--- src/rtl/digilock_pkg.sv ---
// Shared DigiLock definitions: debounce FSM state encodings and default timing constants.
package digilock_pkg;

  localparam logic [1:0] ST_IDLE        = 2'd0;
  localparam logic [1:0] ST_PRESS_CHK   = 2'd1;
  localparam logic [1:0] ST_HELD        = 2'd2;
  localparam logic [1:0] ST_RELEASE_CHK = 2'd3;

  localparam int DEF_NUM_BTN      = 4;
  localparam int DEF_SYNC_STAGES  = 2;
  localparam int DEF_STABLE_TICKS = 2;
  localparam int DEF_REPEAT_DELAY = 8;
  localparam int DEF_REPEAT_RATE  = 2;

  function automatic int max_int(input int a, input int b);
    if (a > b) begin
      return a;
    end else begin
      return b;
    end
  endfunction

endpackage

--- src/rtl/btn_debounce_ch.sv ---
// One debounced button channel: qualification FSM, auto-repeat counter and registered pulses.
module btn_debounce_ch
  import digilock_pkg::*;
#(
  parameter int STABLE_TICKS = DEF_STABLE_TICKS,
  parameter int REPEAT_DELAY = DEF_REPEAT_DELAY,
  parameter int REPEAT_RATE  = DEF_REPEAT_RATE
) (
  input  logic clk_in,
  input  logic rst_n,
  input  logic tick,
  input  logic s,
  output logic btn_level,
  output logic btn_press,
  output logic btn_release,
  output logic btn_repeat
);

  localparam int CW = $clog2(STABLE_TICKS + 1);
  localparam int RW = $clog2(max_int(REPEAT_DELAY, REPEAT_RATE) + 1);
  localparam bit REPEAT_EN = (REPEAT_DELAY != 0);
  localparam logic [CW-1:0] CNT_ONE = {{(CW-1){1'b0}}, 1'b1};

  logic [1:0]    state_r, state_s;
  logic [CW-1:0] cnt_r, cnt_s;
  logic [RW-1:0] rcnt_r, rcnt_s;
  logic          rfirst_r, rfirst_s;
  logic          press_s, release_s, repeat_s;
  logic          cnt_done_s, rcnt_done_s;
  logic          level_r, press_r, release_r, repeat_r;

  // Terminal compares; the repeat target switches from the initial delay to the rate after the first repeat.
  always_comb begin
    cnt_done_s = (int'(cnt_r) + 32'sd1 == STABLE_TICKS);
    if (rfirst_r) begin
      rcnt_done_s = (int'(rcnt_r) + 32'sd1 == REPEAT_DELAY);
    end else begin
      rcnt_done_s = (int'(rcnt_r) + 32'sd1 == REPEAT_RATE);
    end
  end

  // Next-state logic; the FSM only advances in tick cycles.
  always_comb begin
    state_s   = state_r;
    cnt_s     = cnt_r;
    rcnt_s    = rcnt_r;
    rfirst_s  = rfirst_r;
    press_s   = 1'b0;
    release_s = 1'b0;
    repeat_s  = 1'b0;
    if (tick) begin
      case (state_r)
        ST_IDLE: begin
          if (s) begin
            state_s = ST_PRESS_CHK;
            cnt_s   = CNT_ONE;
          end else begin
            cnt_s   = '0;
          end
        end
        ST_PRESS_CHK: begin
          if (!s) begin
            state_s = ST_IDLE;
            cnt_s   = '0;
          end else if (cnt_done_s) begin
            state_s  = ST_HELD;
            cnt_s    = '0;
            rcnt_s   = '0;
            rfirst_s = 1'b1;
            press_s  = 1'b1;
          end else begin
            cnt_s    = cnt_r + 1'b1;
          end
        end
        ST_HELD: begin
          if (!s) begin
            state_s = ST_RELEASE_CHK;
            cnt_s   = CNT_ONE;
          end else if (REPEAT_EN && rcnt_done_s) begin
            rcnt_s   = '0;
            rfirst_s = 1'b0;
            repeat_s = 1'b1;
          end else if (REPEAT_EN) begin
            rcnt_s   = rcnt_r + 1'b1;
          end else begin
            rcnt_s   = rcnt_r;
          end
        end
        ST_RELEASE_CHK: begin
          // A bounce back to 1 resumes HELD with the repeat schedule intact.
          if (s) begin
            state_s = ST_HELD;
            cnt_s   = '0;
          end else if (cnt_done_s) begin
            state_s   = ST_IDLE;
            cnt_s     = '0;
            release_s = 1'b1;
          end else begin
            cnt_s     = cnt_r + 1'b1;
          end
        end
        default: begin
          state_s = ST_IDLE;
          cnt_s   = '0;
          rcnt_s  = '0;
        end
      endcase
    end else begin
      state_s = state_r;
    end
  end

  // State, counters and registered outputs.
  always_ff @(posedge clk_in or negedge rst_n) begin
    if (!rst_n) begin
      state_r   <= ST_IDLE;
      cnt_r     <= '0;
      rcnt_r    <= '0;
      rfirst_r  <= 1'b0;
      level_r   <= 1'b0;
      press_r   <= 1'b0;
      release_r <= 1'b0;
      repeat_r  <= 1'b0;
    end else begin
      state_r   <= state_s;
      cnt_r     <= cnt_s;
      rcnt_r    <= rcnt_s;
      rfirst_r  <= rfirst_s;
      level_r   <= (state_s == ST_HELD) || (state_s == ST_RELEASE_CHK);
      press_r   <= press_s;
      release_r <= release_s;
      repeat_r  <= repeat_s;
    end
  end

  assign btn_level   = level_r;
  assign btn_press   = press_r;
  assign btn_release = release_r;
  assign btn_repeat  = repeat_r;

endmodule

--- src/rtl/button_debouncer.sv ---
// Keypad debouncer top: slow_clk rising-edge tick, input synchronisers and one channel per button.
module button_debouncer
  import digilock_pkg::*;
#(
  parameter int NUM_BTN      = DEF_NUM_BTN,
  parameter int SYNC_STAGES  = DEF_SYNC_STAGES,
  parameter int STABLE_TICKS = DEF_STABLE_TICKS,
  parameter int REPEAT_DELAY = DEF_REPEAT_DELAY,
  parameter int REPEAT_RATE  = DEF_REPEAT_RATE
) (
  input  logic               clk_in,
  input  logic               rst_n,
  input  logic               slow_clk,
  input  logic [NUM_BTN-1:0] btn_raw,
  output logic [NUM_BTN-1:0] btn_level,
  output logic [NUM_BTN-1:0] btn_press,
  output logic [NUM_BTN-1:0] btn_release,
  output logic [NUM_BTN-1:0] btn_repeat
);

  logic               slow_clk_q_r;
  logic               tick_s;
  logic [NUM_BTN-1:0] sync_r [SYNC_STAGES];
  logic [NUM_BTN-1:0] s_s;

  // slow_clk is plain data in this domain, so only its rising edge is turned into a tick.
  always_ff @(posedge clk_in or negedge rst_n) begin
    if (!rst_n) begin
      slow_clk_q_r <= 1'b0;
      for (int i = 0; i < SYNC_STAGES; i++) begin
        sync_r[i] <= '0;
      end
    end else begin
      slow_clk_q_r <= slow_clk;
      sync_r[0]    <= btn_raw;
      for (int i = 1; i < SYNC_STAGES; i++) begin
        sync_r[i] <= sync_r[i-1];
      end
    end
  end

  assign tick_s = slow_clk & ~slow_clk_q_r;
  assign s_s    = sync_r[SYNC_STAGES-1];

  for (genvar g = 0; g < NUM_BTN; g++) begin : g_ch
    btn_debounce_ch #(
      .STABLE_TICKS(STABLE_TICKS),
      .REPEAT_DELAY(REPEAT_DELAY),
      .REPEAT_RATE (REPEAT_RATE)
    ) u_ch (
      .clk_in     (clk_in),
      .rst_n      (rst_n),
      .tick       (tick_s),
      .s          (s_s[g]),
      .btn_level  (btn_level[g]),
      .btn_press  (btn_press[g]),
      .btn_release(btn_release[g]),
      .btn_repeat (btn_repeat[g])
    );
  end

endmodule
--- config.mk ---
export PLATFORM = sky130hd
export DESIGN_NAME = button_debouncer
export DESIGN_NICKNAME = d
export VERILOG_FILES = /design/src/rtl/digilock_pkg.sv /design/src/rtl/btn_debounce_ch.sv /design/src/rtl/button_debouncer.sv
export SDC_FILE = /design/constraint.sdc
export NUM_CORES = 1
export LEC_CHECK = 0
export BUFFER_PORTS_ARGS = -buffer_cell sky130_fd_sc_hd__buf_2
export CAP_MARGIN = 15
export CORE_UTILIZATION = 40
export DETAILED_ROUTE_END_ITERATION = 6
export HOLD_SLACK_MARGIN = 0.05
export PLACE_DENSITY = 0.59
export SYNTH_ARGS = -nofsm -noshare
export SYNTH_HDL_FRONTEND = slang
export SYNTH_HIERARCHICAL = 1
export SYNTH_SLANG_ARGS = --single-unit
--- constraint.sdc ---
create_clock -name clk_in -period 1.5 [get_ports clk_in]
set_input_delay 0.15 -clock clk_in [delete_from_list [all_inputs] [get_ports clk_in]]
set_output_delay 0.15 -clock clk_in [all_outputs]
set_load 0.01 [all_outputs]
==> out/metrics.cfg, run 1 <==
[pwr]
vdd_drop_max_uv = 443
leakage_nw = 1.82
p_seq_share_pct = 43.5
power_density_nw_per_um2 = 1430
p_sw_mw = 1.94
combPwrFrac_pct = 29.4
intPower_mw = 3.75
power_frac_clock_pct = 27.2
p_sw_share_pct = 34.1
power_mw = 5.69

[sta]
fin_worst_skew_ns = 0.00819
period_needed_ns = 1.53
worst_slack_ns = -0.0317
hold_viol_final = 0
finalSetupViolCount = 4
slew_violations = 0
slew_headroom_pct = 74.6
setup_tns_ns = -0.0543
hold_slack_ns = 0.258
max_freq_mhz = 653
worst_pin_slew_ns = 0.381
min_period_over_period_pct = 102
rsz0062_at_grt = yes

[critical_path]
path_max_fanout = 5
crit_cells = 6
cp_data_arrival_time_ns = 1.78
cp_data_required_time_ns = 1.75
regToRegStartpoint = g_ch[1].u_ch/rcnt_r[1]
worst_r2r_path_depth = 6
crit_chain = inv_1 -> ha_2 -> and3b_1 -> mux2i_2 -> a21oi_4 -> o41ai_2
crit_buf_inv = 1
cp_slowest_cell = dfrtp_1
regToRegSetupSlack_ns = -0.03
critPathLaunchType = flip-flop
critical-path-max-stage-delay_ns = 0.41
cp_top_family = flip-flops
path_class = flip-flop to flip-flop
rr_endpoint = g_ch[1].u_ch/rcnt_r[1]
end_kind = flip-flop

[drt]
firstDrtPassIters = 4
dr.first_iter.drc_count = 81
wirelength_um = 6280
routed_via_density = 5.10
dr_total_vias = 2380
drt_drc_violations_left = 0
ant_nets = 0
wl_per_cell_um = 13.4

[die]
fp.dieArea_um2 = 8260
start_util_pct = 41.1
io_pins = 23
coreArea_um2 = 7690
die_y_um = 90.9
die_w_um = 90.9
placementRows = 32

[cells_and_area]
drive_gt1_share_pct = 32.1
area_delta_synth_final_pct = 25.8
fin_area_um2 = 3980
fill_cells = 696
n_antenna_cell = 0
final_nets = 379

[synthesis]
async_flop_share_pct = 100
avgSynthCellArea_um2 = 10.5
synth_cell_types = 35
netlist_instances = 302
synth_top_area_share_pct = 48.3
syn-num-nets = 321
ys_seq_elements = 61
netlist_area_um2 = 3160
yosysMostFrequentCell = dfrtp_1
synth-edff-count = 0
ys_warn_count = 6
seq_area_frac_synth_pct = 48.3
synth_top_cell_by_area = dfrtp_1
netlist_top_cells_count = dfrtp_1, nand2_1, nor2_1, o21ai_0
synth_area_leaders = dfrtp_1, ha_1, nand2_1
synth_flop_cell = dfrtp_1

[placed_design]
gp_congestion = 0.746
pre_cts_ws_ns = -0.0337
dpl_cell_area_um2 = 3540
hpwl_um = 4180
port_buffers = 22

[outcome]
violations = negative setup slack
status = complete, but fails checks

[clocking]
clk_path_buf_depth = 2
root_buffer = clkbuf_8
clock-sinks = 61
cts.htree.levels = 3
clk_pin_slew_ns = 0.07
numCtsBuffers = 9
cts_tree = done
clock_latency_ns = 0.34

[global_route]
grt_pass1_vias = 2294
grt_use_total_pct = 16.1
antenna_found_initial = 0
gr-total-overflow = 0
grt_max_degree = 47
grt_pass1_wl_um = 10500

[flow_run]
cap_viol_max_count = 0

[min_path]
hold_path_class = primary input to asynchronous set/reset pin

==> worst max path at each step <==
stage | startpoint | to
2_1_floorplan | slow_clk_q_r | g_ch[0].u_ch/rcnt_r[2]
3_3_place_gp | slow_clk_q_r | g_ch[0].u_ch/rcnt_r[2]
3_5_place_dp | g_ch[1].u_ch/rcnt_r[1] | g_ch[1].u_ch/rcnt_r[3]
4_1_cts | g_ch[1].u_ch/rcnt_r[1] | g_ch[1].u_ch/rfirst_r
5_1_grt | slow_clk_q_r | g_ch[1].u_ch/rcnt_r[2]
6_report | g_ch[1].u_ch/rcnt_r[1] | g_ch[1].u_ch/rcnt_r[1]
==> metal layers <==
metal / vias up / global-route usage (%) / share of wire [%]
met1: 1143 / 21.0 / 49
met3: 16 / 3.62 / 2.4
met4: 0 / 8.33 / 2.4
met2: 35 / 25.0 / 46
met5: - / 0 / 0
li1: 1186 / - / -
==> area by class of cell <==
cell class | instances | area, µm² | share of cell area [%]
Tap cell | 102 | 128 | 3.21
Inverter | 16 | 60.1 | 1.51
Timing Repair Buffer | 59 | 432 | 10.8
Clock buffer | 12 | 165 | 4.15
Sequential cell | 61 | 1530 | 38.4
Clock inverter | 4 | 45.0 | 1.13
Multi-Input combinational cell | 213 | 1620 | 40.8
==> kinds of logic (layout without fill, tap and decap cells) <==
| kind of cell | after synthesis | count (layout) | share of synthesized area [%] |
|---|---|---|---|
| DFF | 61 | 61 | 48.3 |
| adders and majority gates | 12 | 12 | 4.75 |
| muxes | 12 | 12 | 4.43 |
| xor gates and xnor gates | 4 | 4 | 1.11 |
| AOI/OAI and AO/OA | 68 | 68 | 13.9 |
| and+or+nand+nor | 117 | 117 | 22.6 |
| buffers and inverters | 28 | 91 | 4.91 |
==> repair_timing <==
action                                  in CTS  in global routing
hold endpoints to repair                    20                  0
pin swaps                                    3                  5
hold buffers                                 6                  0
endpoints found under the setup margin      12                 24
buffers inserted                             0                  3
resized for setup                            3                 30
==> stage by stage <==
stage                     utilization (%)  std cells
after floorplan                         -        302
after global placement               46.0        442
after detailed placement             46.0        442
after CTS                            49.7        464
after global routing                 51.8        467
final                                51.8        467
==> cell usage in the layout, fill, tap and decap left out, types with 6 or more instances in the layout <==
| master | netlist | final |
|---|---|---|
| nor2_1 | 20 | 20 |
| buf_4 | 4 | 28 |
| dlygate4sd3_1 | 0 | 6 |
| nand2_1 | 32 | 32 |
| nand4b_1 | 8 | 8 |
| a21oi_2 | 4 | 7 |
| dfrtp_1 | 61 | 61 |
| inv_1 | 16 | 16 |
| buf_2 | 4 | 22 |
| o21ai_0 | 20 | 20 |
| o21ai_1 | 8 | 8 |
| a21oi_1 | 16 | 10 |
| ha_1 | 12 | 8 |
| clkbuf_8 | 0 | 12 |
==> state kept, by name (all words and copies together) (netlist names) <==
name,count
g_ch.u_ch/btn_level,4
g_ch.u_ch/btn_press,4
g_ch.u_ch/btn_release,4
g_ch.u_ch/btn_repeat,4
g_ch.u_ch/cnt_r,8
g_ch.u_ch/rcnt_r,16
g_ch.u_ch/rfirst_r,4
g_ch.u_ch/state_r,8
s_s,4
slow_clk_q_r,1
sync_r,4
==> power by group through the flow <==
stage	Sequential, mW	Combinational [mW]	Clock (mW)
finish	2.47	1.67	1.54
global placement	2.46	1.46	0
detailed placement	2.49	1.50	0
global route	2.55	1.88	1.66
floorplan	2.36	1.05	0
CTS	2.46	1.53	1.58
(Power assumes the default switching activity.)
==> run 2, diff against run 1 <==
--- a/config.mk
+++ b/config.mk
@@ -10,7 +10,7 @@
 export CORE_UTILIZATION = 40
 export DETAILED_ROUTE_END_ITERATION = 6
 export HOLD_SLACK_MARGIN = 0.05
-export PLACE_DENSITY = 0.59
+export PLACE_DENSITY = 0.57
 export SYNTH_ARGS = -nofsm -noshare
 export SYNTH_HDL_FRONTEND = slang
 export SYNTH_HIERARCHICAL = 1
==> constraint.sdc (replaced) <==
create_clock -name clk_in -period 1.9 [get_ports clk_in]
set_input_delay 0.19 -clock clk_in [delete_from_list [all_inputs] [get_ports clk_in]]
set_output_delay 0.19 -clock clk_in [all_outputs]
set_load 0.01 [all_outputs]
==> run 2 against run 1 <==
The flow now finishes without violations. Core utilization decreased by 5.0 points. First-iteration DRC count down 48%. Critical path depth increased by 2. Clock power shrank 25%. Largest cell class is now registers.
==> out/metrics.cfg, run 2 (same netlist as run 1, synthesis figures left out) <==
[placed_design]
dp.cells = 416  ; -5.9%
hpwl_um = 3690  ; -12%
gp_congestion = 0.739  ; -0.89%
pre_cts_ws_ns = 0.279  ; +0.312 ns
port_buffers = 22  ; unchanged

[drt]
dr_total_vias = 2233  ; -6.2%
dr.first_iter.drc_count = 42  ; -48%
drt_drc_violations_left = 0  ; unchanged
ant_nets = 0  ; unchanged
firstDrtPassIters = 4  ; unchanged
routed_via_density = 5.11  ; +0.26%
wirelength_um = 5370  ; -14%
wl_per_cell_um = 12.3  ; -8.6%

[sta]
fin_worst_skew_ns = 0.00387  ; -0.00431 ns
period_needed_ns = 1.73
max_freq_mhz = 577
worst_pin_slew_ns = 0.548  ; +0.167 ns
rsz0062_at_grt = no
hold_viol_final = 0  ; unchanged
setup_tns_ns = 0  ; +0.0543 ns
finalSetupViolCount = 0  ; -4
min_period_over_period_pct = 91.2
hold_slack_ns = 0.351  ; +0.0931 ns
slew_headroom_pct = 63.5  ; -11 points
worst_slack_ns = 0.167  ; +0.198 ns
slew_violations = 0  ; unchanged

[critical_path]
end_kind = flip-flop
cp_data_arrival_time_ns = 1.95  ; +0.17 ns
cp_data_required_time_ns = 2.12  ; +0.37 ns
critPathLaunchType = primary input
path_class = primary input to flip-flop
regToRegSetupSlack_ns = 0.28  ; +0.31 ns
path_max_fanout = 28  ; +23

[die]
start_util_pct = 41.1  ; unchanged
coreArea_um2 = 7690  ; unchanged
fp.dieArea_um2 = 8260  ; unchanged
io_pins = 23  ; unchanged
die_y_um = 90.9  ; unchanged
placementRows = 32  ; unchanged
die_w_um = 90.9  ; unchanged

[cells_and_area]
largest_register_ffs = 16  ; unchanged
area_delta_synth_final_pct = 13.8
regMostFlops = g_ch.u_ch/rcnt_r
drive_gt1_share_pct = 18.2  ; -14 points
layout.cells.non_filler = 437  ; -6.4%
final_nets = 350  ; -7.7%
layout_common_cells = dfrtp_1, nand2_1, buf_2
n_antenna_cell = 0  ; unchanged
utilization_pct = 46.8  ; -5.0 points
mostFrequentLayoutCell = dfrtp_1
top_regs = g_ch.u_ch/rcnt_r: 16 flops, g_ch.u_ch/cnt_r: 8 flops, g_ch.u_ch/state_r: 8 flops

[global_route]
antenna_found_initial = 0  ; unchanged
grt_use_total_pct = 14.3  ; -1.8 points
grt_max_degree = 40  ; -15%
grt_util_met2_pct = 21.2  ; -3.8 points
grt_pass1_wl_um = 9380  ; -11%
grt_use_met3_pct = 3.03  ; -0.59 points
gr-max-usage-layer = met2
grt_pass1_vias = 2046  ; -11%
use_met1_pct = 19.3  ; -1.7 points
gr-total-overflow = 0  ; unchanged

[clocking]
cts_setup_buffers = 0  ; unchanged
cts_resized = 0  ; -3
clk_path_buf_depth = 2  ; unchanged
clock-sinks = 61  ; unchanged
cts.htree.levels = 3  ; unchanged
cts_tree = done
numCtsBuffers = 9  ; unchanged
clk_pin_slew_ns = 0.06  ; about the same
clock_latency_ns = 0.33  ; about the same
cts_hold_buf = 6  ; unchanged
root_buffer = clkbuf_8

[pwr]
p_sw_mw = 1.40  ; -28%
intPower_mw = 2.71  ; -28%
vdd_drop_max_uv = 455  ; +2.8%
p_sw_share_pct = 34.1  ; about the same
power_density_nw_per_um2 = 1140  ; -20%
combPwrFrac_pct = 23.3  ; -6.1 points
p_seq_share_pct = 48.6  ; +5.1 points
power_frac_clock_pct = 28.1  ; +0.9 points
leakage_nw = 1.64  ; -9.9%

[min_path]
hold_path_class = flip-flop to flip-flop

[outcome]
status = complete, no violations

[flow_run]
cap_viol_max_count = 0  ; unchanged

[run 2: final cells by class]
class,count,area (µm²)
Sequential cell,61,1530
Inverter,16,60.1
Multi-Input combinational cell,213,1480
Tap cell,102,128
Timing Repair Buffer,30,210
Fill cell,733,4090
Clock inverter,1,30.0
Clock buffer,14,163
[run 2: power by group through the flow]
stage	registers (mW)	clock network, mW	logic [mW]
after floorplan	1.86	0	0.829
after global placement	2.01	0	0.940
after detailed placement	2.01	0	0.959
after CTS	1.99	1.20	0.973
after global routing	2.05	1.24	1.11
final	1.99	1.15	0.957
[run 2: stage by stage]
step | instance area (µm²) | total power, mW
floorplan | 3160 | 2.69
global placement | 3340 | 2.95
detailed placement | 3340 | 2.97
CTS | 3600 | 4.16
global route | 3600 | 4.40
finish | 3600 | 4.10
[run 2: worst paths after layout]
check	startpoint	end	cells past startpoint
min	sync_r[5]	s_s[1]	0
min in group asynchronous	rst_n	g_ch[1].u_ch/rcnt_r[0]	2
max	slow_clk	g_ch[3].u_ch/rcnt_r[2]	8
min reg2reg	sync_r[5]	s_s[1]	0
max reg2reg	slow_clk_q_r	g_ch[3].u_ch/rcnt_r[2]	6
max in group asynchronous	rst_n	s_s[3]	3
[run 2: critical path: stages]
cell           delay (ns)
dlygate4sd3_1        0.51
buf_2                0.11
nor2b_4              0.15
buf_12               0.18
nand4b_1             0.23
o31a_1               0.36
o21ai_1              0.14
o21ai_1              0.07
[run 2: routing by layer]
metal / vias up / wire [µm]
met3: 8 / 136
met2: 30 / 2340
met1: 1064 / 2800
met5: - / 0
li1: 1131 / -
met4: 0 / 98
==> run 3, diff against run 2 <==
==> constraint.sdc (replaced) <==
create_clock -name clk_in -period 1.8 [get_ports clk_in]
set_input_delay 0.18 -clock clk_in [delete_from_list [all_inputs] [get_ports clk_in]]
set_output_delay 0.18 -clock clk_in [all_outputs]
set_load 0.01 [all_outputs]
==> run 3 against run 2 <==
Critical path depth is 2 lower. Clock power hardly changed. Via count is 1.5% higher. Count of clock-buffer cells in the layout is 3 lower. Critical endpoint is now g_ch[1].u_ch/rcnt_r[2]. Largest cell class unchanged. Largest power group unchanged.
==> out/metrics.cfg, run 3 (same netlist as run 1, synthesis figures left out) <==
[outcome]
status = complete, no violations

[cells_and_area]
utilization_pct = 47.2  ; +0.37 points
mostFrequentLayoutCell = dfrtp_1
layout_common_cells = dfrtp_1, nand2_1, buf_2
top_regs = g_ch.u_ch/rcnt_r: 16 flops, g_ch.u_ch/cnt_r: 8 flops, g_ch.u_ch/state_r: 8 flops
final_nets = 354  ; +1.1%
fill_cells = 745  ; +1.6%
n_antenna_cell = 0  ; unchanged
area_delta_synth_final_pct = 14.7
regMostFlops = g_ch.u_ch/rcnt_r
largest_register_ffs = 16  ; unchanged
drive_gt1_share_pct = 20.0  ; +1.8 points
multiInputGateArea_um2 = 1480  ; unchanged
layout.area.seq_um2 = 1530  ; unchanged
layout.cells.non_filler = 442  ; +1.1%

[clocking]
clock_latency_ns = 0.34  ; about the same
cts.htree.levels = 3  ; unchanged
numCtsBuffers = 9  ; unchanged
clk_pin_slew_ns = 0.06  ; about the same
cts_tree = done
clk_path_buf_depth = 2  ; unchanged
root_buffer = clkbuf_8
clock-sinks = 61  ; unchanged
cts_resized = 0  ; unchanged

[drt]
wirelength_um = 5410  ; +0.69%
dr_total_vias = 2267  ; +1.5%
ant_nets = 0  ; unchanged
wl_met1_um = 2780  ; -0.46%
firstDrtPassIters = 4  ; unchanged
wl_per_cell_um = 12.2  ; -0.45%
routed_via_density = 5.13  ; +0.37%
dr.first_iter.drc_count = 82  ; +95%
wl_met2_um = 2370  ; +1.5%
top_layer = met4
wl_met3_um = 130  ; -4.4%
drt_drc_violations_left = 0  ; unchanged

[flow_run]
cap_viol_max_count = 0  ; unchanged

[critical_path]
crit_chain = nor2b_4 -> buf_4 -> nand4b_1 -> o31a_1 -> o21ai_1 -> o21ai_1
cp_data_required_time_ns = 2.02  ; -0.10 ns
end_kind = flip-flop
path_class = flip-flop to flip-flop
crit_buf_inv = 1  ; -2
cp_data_arrival_time_ns = 1.88  ; -0.07 ns
cp_slowest_cell = dfrtp_1
critPathLaunchType = flip-flop
cpMostUsedCell = o21ai_1
path_max_fanout = 6  ; -79%
critical-path-max-stage-delay_ns = 0.39  ; -0.12 ns
cp_top_family = compound AO/OA/AOI/OAI gates

[sta]
fin_worst_skew_ns = 0.00646  ; +0.00259 ns
slew_headroom_pct = 76.0  ; +12 points
worst_slack_ns = 0.144  ; -0.0223 ns
setup_tns_ns = 0  ; unchanged
max_freq_mhz = 604
hold_viol_final = 0  ; unchanged
hold_slack_ns = 0.247  ; -0.103 ns
worst_pin_slew_ns = 0.360  ; -0.187 ns
period_needed_ns = 1.66
rsz0062_at_grt = no
slew_violations = 0  ; unchanged
finalSetupViolCount = 0  ; unchanged
min_period_over_period_pct = 92.0

[placed_design]
port_buffers = 22  ; unchanged
pre_cts_ws_ns = 0.0941  ; -0.184 ns
dp.cells = 419  ; +0.72%
gp_congestion = 0.777  ; +5.1%
hpwl_um = 3720  ; +0.72%

[pwr]
p_seq_share_pct = 48.9  ; +0.3 points
power_density_nw_per_um2 = 1190  ; +4.0%
vdd_drop_max_uv = 396  ; -13%
power_frac_clock_pct = 27.4  ; -0.7 points
leakage_nw = 1.67  ; +1.6%
p_sw_mw = 1.48  ; +6.0%
combPwrFrac_pct = 23.6  ; +0.3 points
p_sw_share_pct = 34.5  ; +0.39 points
intPower_mw = 2.82  ; +4.2%

[die]
placementRows = 32  ; unchanged
fp.dieArea_um2 = 8260  ; unchanged
die_w_um = 90.9  ; unchanged
die_y_um = 90.9  ; unchanged
coreArea_um2 = 7690  ; unchanged
start_util_pct = 41.1  ; unchanged
io_pins = 23  ; unchanged

[global_route]
grt_max_degree = 62  ; +55%
grt_pass1_wl_um = 9690  ; +3.2%
grt_use_total_pct = 14.8  ; +0.52 points
antenna_found_initial = 0  ; unchanged
gr-total-overflow = 0  ; unchanged
grt_pass1_vias = 2219  ; +8.5%

[min_path]
hold_path_class = primary input to flip-flop

[run 3: final timing paths]
check / startpoint / endpoint / slack (ns) / cells after the start
hold / removal: slow_clk / g_ch[1].u_ch/cnt_r[0] / 0.25 / 3
setup / recovery: slow_clk_q_r / g_ch[1].u_ch/rcnt_r[2] / 0.14 / 6
setup reg to reg: slow_clk_q_r / g_ch[1].u_ch/rcnt_r[2] / 0.14 / 6
hold reg to reg: sync_r[6] / s_s[2] / 0.35 / 0
min in group asynchronous: rst_n / g_ch[1].u_ch/rfirst_r / 0.37 / 3
max in group asynchronous: rst_n / g_ch[3].u_ch/rcnt_r[1] / 1.16 / 3
[run 3: layout make-up]
type / instances / share of cell area (%)
Sequential cell: 61 / 42.1
Inverter: 16 / 1.66
Tap cell: 102 / 3.52
Clock inverter: 5 / 1.38
Clock buffer: 11 / 3.90
Multi-Input combinational cell: 213 / 40.8
Timing Repair Buffer: 34 / 6.63
[run 3: through the flow]
step | cell area [µm²] | power (mW)
2_1_floorplan | 3160 | 2.84
3_3_place_gp | 3370 | 3.12
3_5_place_dp | 3370 | 3.15
4_1_cts | 3620 | 4.37
5_1_grt | 3630 | 4.61
6_report | 3630 | 4.30
[run 3: per-layer routing]
layer | global-route usage (%) | up-vias
met4 | 8.33 | 0
met3 | 3.03 | 10
met1 | 19.1 | 1096
met2 | 23.2 | 25
met5 | 0 | -
li1 | - | 1136
[run 3: timing repair]
action	4_1_cts	5_1_grt
hold endpoints to repair	66	0
hold buffers	6	0
setup buffers	0	1
endpoints found under the setup margin	0	8
[run 3: power by group through the flow]
stage	sequential [mW]	clock, mW	combinational (mW)
after global placement	2.12	0	1.00
after CTS	2.10	1.23	1.03
after detailed placement	2.12	0	1.02
after floorplan	1.97	0	0.875
final	2.11	1.18	1.02
after global routing	2.17	1.28	1.16
[run 3: tightest hold or removal path, stage by stage]
cell and delay [ns]:
buf_2 0.11, nor2b_4 0.14, a21oi_1 0.11
